[config.mk]
export PLATFORM = sky130hd
export DESIGN_NAME = fetch_addr_gen_flat
export DESIGN_NICKNAME = d
export VERILOG_FILES = /design/src/rtl/fetch_addr_gen_if.sv /design/src/rtl/fetch_addr_gen.sv /design/src/flat_wrapper.sv
export SDC_FILE = /design/constraint.sdc
export NUM_CORES = 1
export LEC_CHECK = 0
export ABC_AREA = 1
export BUFFER_PORTS_ARGS = -buffer_cell sky130_fd_sc_hd__buf_2
export CAP_MARGIN = 20
export CORE_MARGIN = 8
export CORE_UTILIZATION = 48
export DETAILED_ROUTE_END_ITERATION = 8
export HOLD_SLACK_MARGIN = 0.08
export PLACE_DENSITY_LB_ADDON = 0.2
export RECOVER_POWER = 50
export SETUP_SLACK_MARGIN = 0.02
export SLEW_MARGIN = 20
export SYNTH_ARGS = -nofsm -noshare
export SYNTH_HDL_FRONTEND = slang
export SYNTH_SLANG_ARGS = --single-unit
[constraint.sdc]
create_clock -name clk -period 1.95 [get_ports clk]
set_input_delay 0.0975 -clock clk [delete_from_list [all_inputs] [get_ports clk]]
set_output_delay 0.0975 -clock clk [all_outputs]
set_load 0.005 [all_outputs]
[src/rtl/fetch_addr_gen_if.sv]
// rtl/fetch_addr_gen_if.sv - redirect, TLB lookup, I-cache and fetch-buffer signals of the fetch pointer sequencer
interface fetch_addr_gen_if;
  logic        redirect_valid;
  logic [31:0] redirect_addr;
  logic        fb_space;
  logic        f_ren;
  logic [31:0] f_address;
  logic [2:0]  f_PFN;
  logic        ic_prot_exp;
  logic        ic_page_fault;
  logic        ic_req_valid;
  logic [14:0] ic_req_paddr;
  logic        ic_ready;
  logic        ic_resp_valid;
  logic        fb_wr_en;
  logic [4:0]  fb_wr_offset;
  logic        fault_valid;
  logic [1:0]  fault_code;
  logic [31:0] fault_vaddr;
  logic [31:0] perf_lines;

  // The sequencer owns requests, so it takes the master side.
  modport master (
    input  redirect_valid, redirect_addr, fb_space, f_PFN, ic_prot_exp, ic_page_fault,
           ic_ready, ic_resp_valid,
    output f_ren, f_address, ic_req_valid, ic_req_paddr, fb_wr_en, fb_wr_offset,
           fault_valid, fault_code, fault_vaddr, perf_lines
  );

  modport slave (
    output redirect_valid, redirect_addr, fb_space, f_PFN, ic_prot_exp, ic_page_fault,
           ic_ready, ic_resp_valid,
    input  f_ren, f_address, ic_req_valid, ic_req_paddr, fb_wr_en, fb_wr_offset,
           fault_valid, fault_code, fault_vaddr, perf_lines
  );
endinterface

[src/rtl/fetch_addr_gen.sv]
// rtl/fetch_addr_gen.sv - fetch pointer sequencer feeding TLB lookup, I-cache and fetch buffer
// Optional line counter on perf_lines enabled by defining FETCH_PERF_CNT_EN.
module fetch_addr_gen #(
  parameter logic [31:0] RESET_ADDR = 32'h0000_0000,
  parameter int unsigned LINE_SHIFT = 5
) (
  input logic              clk,
  input logic              rst,
  fetch_addr_gen_if.master bus
);
  typedef enum logic [1:0] {FETCH, WAIT_RESP, DRAIN, FAULT} state_t;

  state_t      state;
  logic [31:0] fetch_ptr;
  logic [31:0] next_line;
  logic        f_ren;
  logic        exc;
  logic        ic_req_valid;
  logic        fb_wr_en;
  logic [4:0]  fb_wr_offset;
  logic        fault_valid;
  logic [1:0]  fault_code;
  logic [31:0] fault_vaddr;

  assign f_ren        = (state == FETCH) & bus.fb_space & ~bus.redirect_valid;
  assign exc          = bus.ic_prot_exp | bus.ic_page_fault;
  assign ic_req_valid = f_ren & ~exc;
  // Next sequential line start; the top line wraps naturally to address 0.
  assign next_line    = {fetch_ptr[31:LINE_SHIFT] + {{(31-LINE_SHIFT){1'b0}}, 1'b1},
                         {LINE_SHIFT{1'b0}}};

  always_ff @(posedge clk) begin
    if (rst) begin
      state        <= FETCH;
      fetch_ptr    <= RESET_ADDR;
      fb_wr_en     <= 1'b0;
      fb_wr_offset <= '0;
      fault_valid  <= 1'b0;
      fault_code   <= 2'b00;
      fault_vaddr  <= '0;
    end else begin
      fb_wr_en <= 1'b0;
      if (bus.redirect_valid) begin
        fetch_ptr   <= bus.redirect_addr;
        fault_valid <= 1'b0;
        // An in-flight response must still be swallowed before fetching again.
        case (state)
          WAIT_RESP, DRAIN: state <= bus.ic_resp_valid ? FETCH : DRAIN;
          default:          state <= FETCH;
        endcase
      end else begin
        case (state)
          FETCH: begin
            if (f_ren && exc) begin
              state       <= FAULT;
              fault_valid <= 1'b1;
              fault_vaddr <= fetch_ptr;
              fault_code  <= bus.ic_prot_exp ? 2'b01 : 2'b10;
            end else if (ic_req_valid && bus.ic_ready) begin
              state <= WAIT_RESP;
            end
          end
          WAIT_RESP: begin
            if (bus.ic_resp_valid) begin
              fb_wr_en     <= 1'b1;
              fb_wr_offset <= fetch_ptr[4:0];
              fetch_ptr    <= next_line;
              state        <= FETCH;
            end
          end
          DRAIN: begin
            if (bus.ic_resp_valid) state <= FETCH;
          end
          default: state <= FAULT;
        endcase
      end
    end
  end

  assign bus.f_ren        = f_ren;
  assign bus.f_address    = fetch_ptr;
  assign bus.ic_req_valid = ic_req_valid;
  assign bus.ic_req_paddr = {bus.f_PFN, fetch_ptr[11:0]};
  assign bus.fb_wr_en     = fb_wr_en;
  assign bus.fb_wr_offset = fb_wr_offset;
  assign bus.fault_valid  = fault_valid;
  assign bus.fault_code   = fault_code;
  assign bus.fault_vaddr  = fault_vaddr;

`ifdef FETCH_PERF_CNT_EN
  logic [31:0] perf_cnt;

  always_ff @(posedge clk) begin
    if (rst)           perf_cnt <= '0;
    else if (fb_wr_en) perf_cnt <= perf_cnt + 32'd1;
  end

  assign bus.perf_lines = perf_cnt;
`else
  assign bus.perf_lines = '0;
`endif
endmodule

[src/flat_wrapper.sv]
// flat-port wrapper written by rule: the top's interface ports become plain ports
module fetch_addr_gen_flat 
#(
  parameter logic [31:0] RESET_ADDR = 32'h0000_0000,
  parameter int unsigned LINE_SHIFT = 5
)
  (clk, rst, bus_redirect_valid, bus_redirect_addr, bus_fb_space, bus_f_PFN, bus_ic_prot_exp, bus_ic_page_fault, bus_ic_ready, bus_ic_resp_valid, bus_f_ren, bus_f_address, bus_ic_req_valid, bus_ic_req_paddr, bus_fb_wr_en, bus_fb_wr_offset, bus_fault_valid, bus_fault_code, bus_fault_vaddr, bus_perf_lines);
  fetch_addr_gen_if bus_i ();
  input logic clk;
  input logic rst;
  input wire logic [$bits(bus_i.redirect_valid)-1:0] bus_redirect_valid;
  input wire logic [$bits(bus_i.redirect_addr)-1:0] bus_redirect_addr;
  input wire logic [$bits(bus_i.fb_space)-1:0] bus_fb_space;
  input wire logic [$bits(bus_i.f_PFN)-1:0] bus_f_PFN;
  input wire logic [$bits(bus_i.ic_prot_exp)-1:0] bus_ic_prot_exp;
  input wire logic [$bits(bus_i.ic_page_fault)-1:0] bus_ic_page_fault;
  input wire logic [$bits(bus_i.ic_ready)-1:0] bus_ic_ready;
  input wire logic [$bits(bus_i.ic_resp_valid)-1:0] bus_ic_resp_valid;
  output wire logic [$bits(bus_i.f_ren)-1:0] bus_f_ren;
  output wire logic [$bits(bus_i.f_address)-1:0] bus_f_address;
  output wire logic [$bits(bus_i.ic_req_valid)-1:0] bus_ic_req_valid;
  output wire logic [$bits(bus_i.ic_req_paddr)-1:0] bus_ic_req_paddr;
  output wire logic [$bits(bus_i.fb_wr_en)-1:0] bus_fb_wr_en;
  output wire logic [$bits(bus_i.fb_wr_offset)-1:0] bus_fb_wr_offset;
  output wire logic [$bits(bus_i.fault_valid)-1:0] bus_fault_valid;
  output wire logic [$bits(bus_i.fault_code)-1:0] bus_fault_code;
  output wire logic [$bits(bus_i.fault_vaddr)-1:0] bus_fault_vaddr;
  output wire logic [$bits(bus_i.perf_lines)-1:0] bus_perf_lines;
  assign bus_i.redirect_valid = bus_redirect_valid;
  assign bus_i.redirect_addr = bus_redirect_addr;
  assign bus_i.fb_space = bus_fb_space;
  assign bus_i.f_PFN = bus_f_PFN;
  assign bus_i.ic_prot_exp = bus_ic_prot_exp;
  assign bus_i.ic_page_fault = bus_ic_page_fault;
  assign bus_i.ic_ready = bus_ic_ready;
  assign bus_i.ic_resp_valid = bus_ic_resp_valid;
  assign bus_f_ren = bus_i.f_ren;
  assign bus_f_address = bus_i.f_address;
  assign bus_ic_req_valid = bus_i.ic_req_valid;
  assign bus_ic_req_paddr = bus_i.ic_req_paddr;
  assign bus_fb_wr_en = bus_i.fb_wr_en;
  assign bus_fb_wr_offset = bus_i.fb_wr_offset;
  assign bus_fault_valid = bus_i.fault_valid;
  assign bus_fault_code = bus_i.fault_code;
  assign bus_fault_vaddr = bus_i.fault_vaddr;
  assign bus_perf_lines = bus_i.perf_lines;
  fetch_addr_gen #(.RESET_ADDR(RESET_ADDR), .LINE_SHIFT(LINE_SHIFT)) u_core (.clk(clk), .rst(rst), .bus(bus_i));
endmodule
==> results of run 1 <==
## state kept, by name, indices dropped and copies added (netlist names)
register	cells
u_core.bus.fb_wr_en	1
u_core.bus.fault_valid	1
u_core.bus.f_address	32
u_core.bus.fault_vaddr	32
u_core.state	2
u_core.bus.fault_code	2
u_core.bus.fb_wr_offset	5
## cell usage after synthesis
master / count
sky130_fd_sc_hd__inv_4: 1
sky130_fd_sc_hd__nand3_1: 24
sky130_fd_sc_hd__nor3_1: 2
sky130_fd_sc_hd__or2_2: 2
sky130_fd_sc_hd__nor3_2: 1
sky130_fd_sc_hd__buf_1: 1
sky130_fd_sc_hd__buf_2: 5
sky130_fd_sc_hd__or2_1: 1
sky130_fd_sc_hd__ha_1: 3
sky130_fd_sc_hd__a31oi_1: 7
sky130_fd_sc_hd__a21oi_2: 1
sky130_fd_sc_hd__xnor2_1: 1
sky130_fd_sc_hd__conb_1: 1
sky130_fd_sc_hd__o21ai_0: 56
sky130_fd_sc_hd__a21oi_1: 44
sky130_fd_sc_hd__buf_6: 3
sky130_fd_sc_hd__clkbuf_2: 1
sky130_fd_sc_hd__nand3b_1: 1
sky130_fd_sc_hd__o21ai_1: 19
sky130_fd_sc_hd__nor2_2: 3
sky130_fd_sc_hd__dfxtp_1: 75
sky130_fd_sc_hd__nand2_4: 1
sky130_fd_sc_hd__inv_1: 43
sky130_fd_sc_hd__xor2_1: 6
sky130_fd_sc_hd__nand3_2: 2
sky130_fd_sc_hd__inv_2: 5
sky130_fd_sc_hd__buf_4: 49
sky130_fd_sc_hd__nor2_4: 10
sky130_fd_sc_hd__nand4_1: 3
sky130_fd_sc_hd__nand2_1: 114
sky130_fd_sc_hd__nand2_2: 5
sky130_fd_sc_hd__nor2_1: 57
sky130_fd_sc_hd__clkbuf_1: 11
## where the power goes
part | switching (mW) | internal, mW | leakage, nW
combinational | 0.370 | 0.255 | 1.35
sequential | 0.100 | 1.65 | 0.615
clock | 0.552 | 0.440 | 0.0815
## cell type report
class                           count  area, um2
Multi-Input combinational cell    395       1888
Tap cell                          105      131.4
Timing Repair Buffer              160      875.8
Clock inverter                      4      20.02
Fill cell                         839       3362
Inverter                           49      186.4
Sequential cell                    75       1501
Clock buffer                       10      127.6
## worst paths after layout
kind | from | endpoint | slack, ns | cells after the start
hold reg to reg | u_core.bus.fault_code[1] | u_core.bus.fault_code[1] | 0.48 | 2
setup reg to reg | u_core.bus.f_address[6] | u_core.bus.f_address[31] | 0.20 | 10
setup / recovery | u_core.bus.f_address[6] | u_core.bus.f_address[31] | 0.20 | 10
hold / removal | bus_redirect_valid | u_core.bus.f_address[14] | 0.11 | 3
## tightest hold or removal path: cells and delay by family
kind,cells,cell delay (ns)
buf+inv,2,0.18
compound gates,1,0.13
## cells in the final DEF (no fill, tap or decap), drive strengths merged
cell,n
nand3b,1
clkinv,4
a31oi,7
inv,49
xnor2,1
clkbuf,63
xor2,6
buf,82
nand4,3
nor2,70
dfxtp,75
conb,32
a21oi,45
nand3,26
nand2,120
ha,3
o21ai,75
or2,3
nor3,3
dlygate4sd3,25
## metal layers
metal,up-vias,global-route usage [%]
met5,-,0
met4,0,7.035
met3,14,5.505
met2,165,31.68
met1,1831,26.50
li1,1983,-
## cells by family (layout without fill, tap and decap cells)
| group | Yosys count | after routing | synth area share (%) |
|---|---|---|---|
| AOI/OAI and AO/OA | 127 | 127 | 16.47 |
| xor gates and xnor gates | 7 | 7 | 1.558 |
| adders and majority gates | 3 | 3 | 0.9537 |
| buffers and inverters | 119 | 223 | 16.85 |
| DFF | 75 | 75 | 38.14 |
| other | 1 | 32 | 0.09527 |
| and+or+nand+nor | 226 | 226 | 25.94 |
## metrics by stage
step	hold WS (ns)	total power, mW	std cells	utilization [%]
final	0.1073	3.369	798	58.46
after global routing	0.1208	3.555	798	58.46
after CTS	0.09738	3.407	798	59.35
after detailed placement	0.1950	2.391	759	54.44
after global placement	0.1950	2.376	759	54.44
after floorplan	0.1892	2.198	589	-
## what timing repair did
action | CTS | global route
hold buffers | 25 | 0
gates resized for setup | 0 | 0
endpoints found under the hold margin | 26 | 0
==> impl_metrics.yaml, run 1 <==
run_status:
  run_status: "completed"
cts:
  clock_tree.htree_level_count: 3
  postCtsSetupRepairBufs: 0
  max-clock-path-buffers: 2
  cts.sinks: 75
  clock_latency_ns: 0.34
  cts.clk_slew.worst_paths_ns: 0.07
  tritoncts: "yes"
  cts_buffers: 9
  clock_tree.root_cell: "sky130_fd_sc_hd__clkbuf_8"
drt:
  top_signal_layer_used: "met4"
  detailroute.wirelength.met2_um: 5448
  wl_um: 11790
  detail_route.wirelength.met1_um: 5162
  route.antenna.remaining_nets: 0
  remaining_drc_errors: 0
  route.met3.wl_um: 1024
  routedWlPerCell_um: 14.77
  drtIter0Drc: 262
  viasPerCell: 5.004
  detail_route.first_pass.iterations: 4
  routed_vias: 3993
floorplanning:
  floorplan.io_pins: 165
  std_cell_rows: 33
  design.die.area_um2: 11350
  core-area_um2: 8093
  die-width_um: 106.6
  initial_util_pct: 48.64
  dieHeight_um: 106.6
timing:
  min_period_ns: 1.747
  layout_setup_ws_ns: 0.2027
  clock-skew-final_ns: 0.008273
  final_hold_viol_count: 0
  report.final.slew_viol_count: 0
  timing.final.crit_share_pct: 89.61
  final-setup-viol-count: 0
  max_freq_mhz: 572.3
  rsz0062_at_grt: "false"
  final.setup.tns_ns: 0
setup_path:
  cp_data_arrival_time_ns: 1.98
  critPathRequiredTime_ns: 2.19
  cp.buffers_inverters: 1
  worstSetupEndpointType: "flop"
  critical_path.slowest_cell: "sky130_fd_sc_hd__dfxtp_1"
  critical_path.max_stage_delay_ns: 0.49
  setup.worst_path.start_class: "flop"
  worstPathCellList: "ha_1 > nand2_1 > nor2_4 > nand2_4 > nor2_4 > inv_2 > nor2_2 > nand3_1 > nand3_1 > nand2_1"
  timing.critical_path.max_delay_family: "simple AND/OR/NAND/NOR gates"
  cp_max_fo: 6
  setup.worst_path.class: "reg -> reg"
final_layout:
  final_layout_size_suffix_gt1_share_pct: 17.75
  layout.nets: 736
  antennaDiodeCount: 0
  design_area_um2: 4731
  flow.area_growth_from_synthesis_pct: 20.18
run:
  maxCapViolations: 0
power:
  power.density_cell_area_nw_per_um2: 712.1
  power.ir.vdd_worst_mv: 0.4459
  leakage_dissipation_nw: 2.046
placed_design:
  io_buffers: 126
  gp_congestion: 0.9030
  dp.final_hpwl_um: 8840
  dpl_worst_slack_ns: 0.2543
  place_area_um2: 4405
global_routing:
  grt_usage_pct: 20.35
  number_of_antenna_violations_at_the_first_check_in_global_routing: 0
  global_route_wire_length_before_repair_um: 18930
  grt_max_degree: 33
  first_global_vias: 3810
  global_route.overflow_total: 0
synthesis:
  synth_area_per_cell_um2: 7.054
  synth.yosys.seq_area_share_pct: 38.14
  post_synth_instance_area_um2: 3936
  post_synth_inst_count: 558
  synth_largest_type_area_fraction_pct: 38.14
  ys_seq_elements: 75
  yosys_warnings: 0
  synth.top_cells.by_area: "sky130_fd_sc_hd__dfxtp_1 (38%), sky130_fd_sc_hd__nand2_1 (11%), sky130_fd_sc_hd__buf_4 (9.3%)"
  synthDominantAreaCellType: "sky130_fd_sc_hd__dfxtp_1"
  netlist-cell-type-count: 33
worst_hold_path:
  timing.hold.worst.class: "in -> reg"
(Power assumes the default switching activity.)
==> inputs of run 2 (changes only) <==
- RECOVER_POWER: 50 -> 25
==> run 2 against run 1 <==
Net effect: power rose by 0.31%; combinational power up 2%; die area is the same; sequential share of layout area down 0.27 points; first-iteration DRC count decreased by 6.9%; non-clock buffer count is the same; critical path type unchanged; largest cell class unchanged.
==> impl_metrics.yaml, run 2 (synthesized netlist as in run 1, its figures left out) <==
placed_design:
  dpl_worst_slack_ns: 0.2543
  gp_congestion: 0.9030
  dp.final_hpwl_um: 8840
  io_buffers: 126
run_status:
  run_status: "completed"
worst_hold_path:
  timing.hold.worst.class: "in -> reg"
cts:
  cts_buffers: 9
  post_cts_resize_count: 0
  tritoncts: "yes"
  cts.clk_slew.worst_paths_ns: 0.07
  cts_hold_buf: 25
  cts.sinks: 75
  clock_tree.htree_level_count: 3
  max-clock-path-buffers: 2
  clock_latency_ns: 0.35
  postCtsSetupRepairBufs: 0
  clock_tree.root_cell: "sky130_fd_sc_hd__clkbuf_8"
final_layout:
  layout_common_cells: "sky130_fd_sc_hd__nand2_1 (114), sky130_fd_sc_hd__buf_2 (101), sky130_fd_sc_hd__dfxtp_1 (75), sky130_fd_sc_hd__nor2_1 (57), sky130_fd_sc_hd__o21ai_0 (56)"
  layout.nets: 736
  final_common_cell: "sky130_fd_sc_hd__nand2_1"
  flow.area_growth_from_synthesis_pct: 21.23
  utilization_pct: 58.97
  antennaDiodeCount: 0
  final_layout_size_suffix_gt1_share_pct: 22.22
run:
  maxCapViolations: 0
drt:
  wl_um: 11770
  viasPerCell: 4.975
  detail_route.first_pass.iterations: 5
  remaining_drc_errors: 0
  drtIter0Drc: 244
  route.antenna.remaining_nets: 0
  routedWlPerCell_um: 14.75
  routed_vias: 3970
floorplanning:
  std_cell_rows: 33
  core-area_um2: 8093
  die-width_um: 106.6
  floorplan.io_pins: 165
  dieHeight_um: 106.6
  design.die.area_um2: 11350
  initial_util_pct: 48.64
setup_path:
  cp_max_fo: 6
  worstSetupEndpointType: "flop"
  setup.worst_path.class: "reg -> reg"
  critPathRequiredTime_ns: 2.19
  cp_data_arrival_time_ns: 1.97
  setup.worst_path.start_class: "flop"
timing:
  layout_setup_ws_ns: 0.2141
  final-setup-viol-count: 0
  max_freq_mhz: 576.1
  min_period_ns: 1.736
  final.setup.tns_ns: 0
  timing.final.crit_share_pct: 89.02
  report.final.slew_viol_count: 0
  final_hold_viol_count: 0
  clock-skew-final_ns: 0.009117
  rsz0062_at_grt: "false"
  timing.hold.ws_ns: 0.1058
power:
  leakage_dissipation_nw: 2.167
  power.ir.vdd_worst_mv: 0.4472
  power.density_cell_area_nw_per_um2: 708.1
global_routing:
  grt_max_degree: 33
  globalRouteMet1Util_pct: 26.50
  first_global_vias: 3810
  number_of_antenna_violations_at_the_first_check_in_global_routing: 0
  global_route_wire_length_before_repair_um: 18930
  grt_usage_pct: 20.35
  grt-busiest-layer: "met2"
  global_route.overflow_total: 0
  grt_util_met3_pct: 5.505
  global_route.usage.met2_pct: 31.68
[run 2: layer usage]
metal	vias to the layer above	wire length (um)
met5	-	0
li1	1980	-
met1	1803	5120
met3	15	1052
met4	0	168
met2	172	5432
[run 2: worst max-delay path: stages (launching register included)]
cell and delay, ns:
sky130_fd_sc_hd__dfxtp_1 0.48, sky130_fd_sc_hd__ha_1 0.25, sky130_fd_sc_hd__nand2_1 0.12, sky130_fd_sc_hd__nor2_4 0.15, sky130_fd_sc_hd__nand2_4 0.09, sky130_fd_sc_hd__nor2_4 0.17
sky130_fd_sc_hd__inv_2 0.09, sky130_fd_sc_hd__nor2_2 0.09, sky130_fd_sc_hd__nand3_1 0.07, sky130_fd_sc_hd__nand3_1 0.07, sky130_fd_sc_hd__nand2_1 0.04
[run 2: report_power, final]
group          total [mW]  internal [mW]  switching [mW]
clock               0.992          0.439           0.553
combinational       0.636          0.266           0.370
sequential           1.75           1.65          0.0993
total                3.38           2.36            1.02
[run 2: worst paths after layout]
path	from	end	slack [ns]	depth (start not counted)
hold reg to reg	u_core.bus.fault_code[1]	u_core.bus.fault_code[1]	0.48	2
setup / recovery	u_core.bus.f_address[6]	u_core.bus.f_address[31]	0.21	10
hold / removal	bus_redirect_valid	u_core.bus.f_address[14]	0.11	3
setup reg to reg	u_core.bus.f_address[6]	u_core.bus.f_address[31]	0.21	10
[run 2: cell type report]
class | instances | area [um2]
Clock inverter | 4 | 20.02
Tap cell | 105 | 131.4
Multi-Input combinational cell | 395 | 1888
Timing Repair Buffer | 160 | 917.1
Inverter | 49 | 186.4
Fill cell | 819 | 3321
Sequential cell | 75 | 1501
Clock buffer | 10 | 127.6
[run 2: per-stage QoR]
step,cells,total power [mW],instance area [um2]
4_1_cts,798,3.407,4803
3_3_place_gp,759,2.376,4405
2_1_floorplan,589,2.198,4053
5_1_grt,798,3.565,4772
3_5_place_dp,759,2.391,4405
6_report,798,3.379,4772
==> inputs of run 3 (changes only) <==
- CORE_UTILIZATION: 48 -> 44
- clock period: 1.95 -> 1.57 ns (I/O delays scaled with it)
==> run 3 against run 2 <==
Net effect: clock skew rose by 0.0021 ns; critical endpoint is now u_core.bus.f_address[28]; highest routed layer unchanged; sequential power grew 24%; combinational power rose by 43%; flip-flop and latch count did not move.
==> impl_metrics.yaml, run 3 (synthesized netlist as in run 1, its figures left out) <==
placed_design:
  dp.final_hpwl_um: 9249
  place_area_um2: 4552
  gp_congestion: 0.8985
  io_buffers: 126
setup_path:
  rr_startpoint: "u_core.bus.f_address[6]"
  setup.worst_path.start_class: "flop"
  critical_path.slowest_cell: "sky130_fd_sc_hd__dfxtp_2"
  worstPathCellList: "buf_6 > nand2_1 > nor2_4 > nand2_4 > nor2_4 > nand2_2 > nor2_2 > nand2_1 > nand3_1 > nand2_1"
  critical_path.max_stage_delay_ns: 0.36
  cp_max_fo: 5
  critPathRequiredTime_ns: 1.83
  worst_case_register_to_register_setup_slack_ns: 0.09
  timing.reg2reg.worst_path_depth: 10
  cp_data_arrival_time_ns: 1.74
  crit_top_cell: "sky130_fd_sc_hd__nand2_1"
  worstSetupEndpointType: "flop"
  cp.buffers_inverters: 1
  timing.critical_path.max_delay_family: "simple AND/OR/NAND/NOR gates"
  timing.rr.end: "u_core.bus.f_address[28]"
  setup.worst_path.class: "reg -> reg"
global_routing:
  number_of_antenna_violations_at_the_first_check_in_global_routing: 0
  grt-busiest-layer: "met2"
  global_route.overflow_total: 0
  grt_max_degree: 54
  global_route_wire_length_before_repair_um: 20460
  globalRouteMet1Util_pct: 24.12
  global_route.usage.met2_pct: 33.27
  grt_usage_pct: 19.96
  first_global_vias: 4077
  grt_util_met3_pct: 5.357
cts:
  cts.sinks: 75
  clock_tree.htree_level_count: 3
  cts_buffers: 9
  tritoncts: "yes"
  cts.clk_slew.worst_paths_ns: 0.08
  clock_tree.root_cell: "sky130_fd_sc_hd__clkbuf_8"
  clock_latency_ns: 0.36
  max-clock-path-buffers: 2
timing:
  report.final.slew_viol_count: 0
  final.setup.tns_ns: 0
  timing.final.crit_share_pct: 94.27
  min_period_ns: 1.480
  clock-skew-final_ns: 0.01121
  final_hold_viol_count: 0
  final-setup-viol-count: 0
  max_freq_mhz: 675.7
  rsz0062_at_grt: "true"
drt:
  viasPerCell: 4.898
  routed_vias: 4075
  drtIter0Drc: 229
  detail_route.first_pass.iterations: 5
  routedWlPerCell_um: 15.59
  wl_um: 12980
  route.antenna.remaining_nets: 0
  remaining_drc_errors: 0
floorplanning:
  die-width_um: 110.6
  initial_util_pct: 45.14
  core-area_um2: 8721
  std_cell_rows: 34
  floorplan.io_pins: 165
  dieHeight_um: 110.6
  design.die.area_um2: 12230
final_layout:
  flow.area_growth_from_synthesis_pct: 32.04
  final_common_cell: "sky130_fd_sc_hd__nand2_1"
  layout.nets: 765
  layout_common_cells: "sky130_fd_sc_hd__nand2_1 (111), sky130_fd_sc_hd__buf_2 (98), sky130_fd_sc_hd__dfxtp_1 (69), sky130_fd_sc_hd__nor2_1 (53), sky130_fd_sc_hd__o21ai_0 (53)"
  utilization_pct: 59.60
  fill_cells: 849
  final_layout_size_suffix_gt1_share_pct: 27.35
  design_area_um2: 5197
  antennaDiodeCount: 0
power:
  p_switching_mw: 1.371
  comb_power_share_pct: 19.4
  power.density_cell_area_nw_per_um2: 901.6
  netSwitchingFraction_pct: 29.25
  power.share.clock_pct: 34.3
  power.ir.vdd_worst_mv: 0.4630
  power.sequential.fraction_pct: 46.3
  intPower_mw: 3.315
  leakage_dissipation_nw: 2.382
run_status:
  run_status: "completed"
worst_hold_path:
  whs_path_depth: 5
  hold_path_startpoint: "bus_redirect_addr[30]"
  timing.hold.worst.class: "in -> reg"
  worstHoldEndpoint: "u_core.bus.f_address[30]"
run:
  maxCapViolations: 0
## run 3: cell count changes in the layout (fill, tap and decap cells not counted), moves of 4 or more
cell,delta
sky130_fd_sc_hd__clkbuf_1,+4
sky130_fd_sc_hd__nor2_1,-4
sky130_fd_sc_hd__dfxtp_2,+6
sky130_fd_sc_hd__buf_4,+20
sky130_fd_sc_hd__dfxtp_1,-6
sky130_fd_sc_hd__buf_12,+4
## run 3: per-layer routing
metal,up-vias,part of all wire (%)
met5,-,0
met4,0,1.4
met3,14,6.4
met2,137,48
met1,1889,44
li1,2035,-
## run 3: layout make-up
| class | count | area, um2 | share of cell area (%) |
|---|---|---|---|
| Clock buffer | 12 | 165.2 | 3.178 |
| Clock inverter | 4 | 47.55 | 0.9148 |
| Inverter | 49 | 188.9 | 3.635 |
| Multi-Input combinational cell | 395 | 1939 | 37.31 |
| Sequential cell | 75 | 1509 | 29.03 |
| Tap cell | 108 | 135.1 | 2.600 |
| Timing Repair Buffer | 189 | 1212 | 23.33 |
## run 3: worst max-delay path by stage
| stage | startpoint | to | slack, ns | cells after the start |
|---|---|---|---|---|
| after floorplan | u_core.bus.f_address[6] | u_core.bus.f_address[31] | 0.16 | 10 |
| after detailed placement | u_core.bus.f_address[7] | u_core.bus.f_address[31] | 0.009 | 9 |
| after global routing | u_core.state[1] | u_core.bus.fault_vaddr[23] | -0.02 | 9 |
| final | u_core.bus.f_address[6] | u_core.bus.f_address[28] | 0.09 | 10 |
| after CTS | u_core.bus.f_address[5] | u_core.bus.f_address[17] | 0.02 | 9 |
| after global placement | u_core.bus.f_address[7] | u_core.bus.f_address[31] | -0.002 | 9 |
## run 3: per-stage QoR
step | power [mW] | hold WS [ns] | instances | setup WS [ns]
2_1_floorplan | 2.730 | 0.1702 | 589 | 0.1639
3_3_place_gp | 3.007 | 0.1570 | 776 | -0.002110
3_5_place_dp | 3.027 | 0.1570 | 776 | 0.008934
4_1_cts | 4.671 | 0.08498 | 821 | 0.02045
5_1_grt | 4.909 | 0.1012 | 832 | -0.01997
6_report | 4.686 | 0.07684 | 832 | 0.08995
## run 3: worst reg2reg max path, delay by kind of cell (launching register included)
kind          cells  cell delay [ns]
flops             1             0.36
simple gates      9             0.90
buf+inv           1             0.12
## run 3: power groups by stage
stage / Clock [mW] / Combinational (mW) / Sequential [mW]
floorplan: 0 / 0.524 / 2.21
global placement: 0 / 0.810 / 2.20
detailed placement: 0 / 0.825 / 2.20
CTS: 1.63 / 0.881 / 2.16
global route: 1.70 / 1.02 / 2.19
finish: 1.61 / 0.908 / 2.17
## run 3: repair_timing
item | 4_1_cts | 5_1_grt
cloned | 0 | 1
resized for setup | 4 | 23
hold buffers | 26 | 0
endpoints found under the setup margin | 3 | 46
setup buffers | 3 | 10
pin swaps | 3 | 11
hold endpoints to repair | 27 | 0
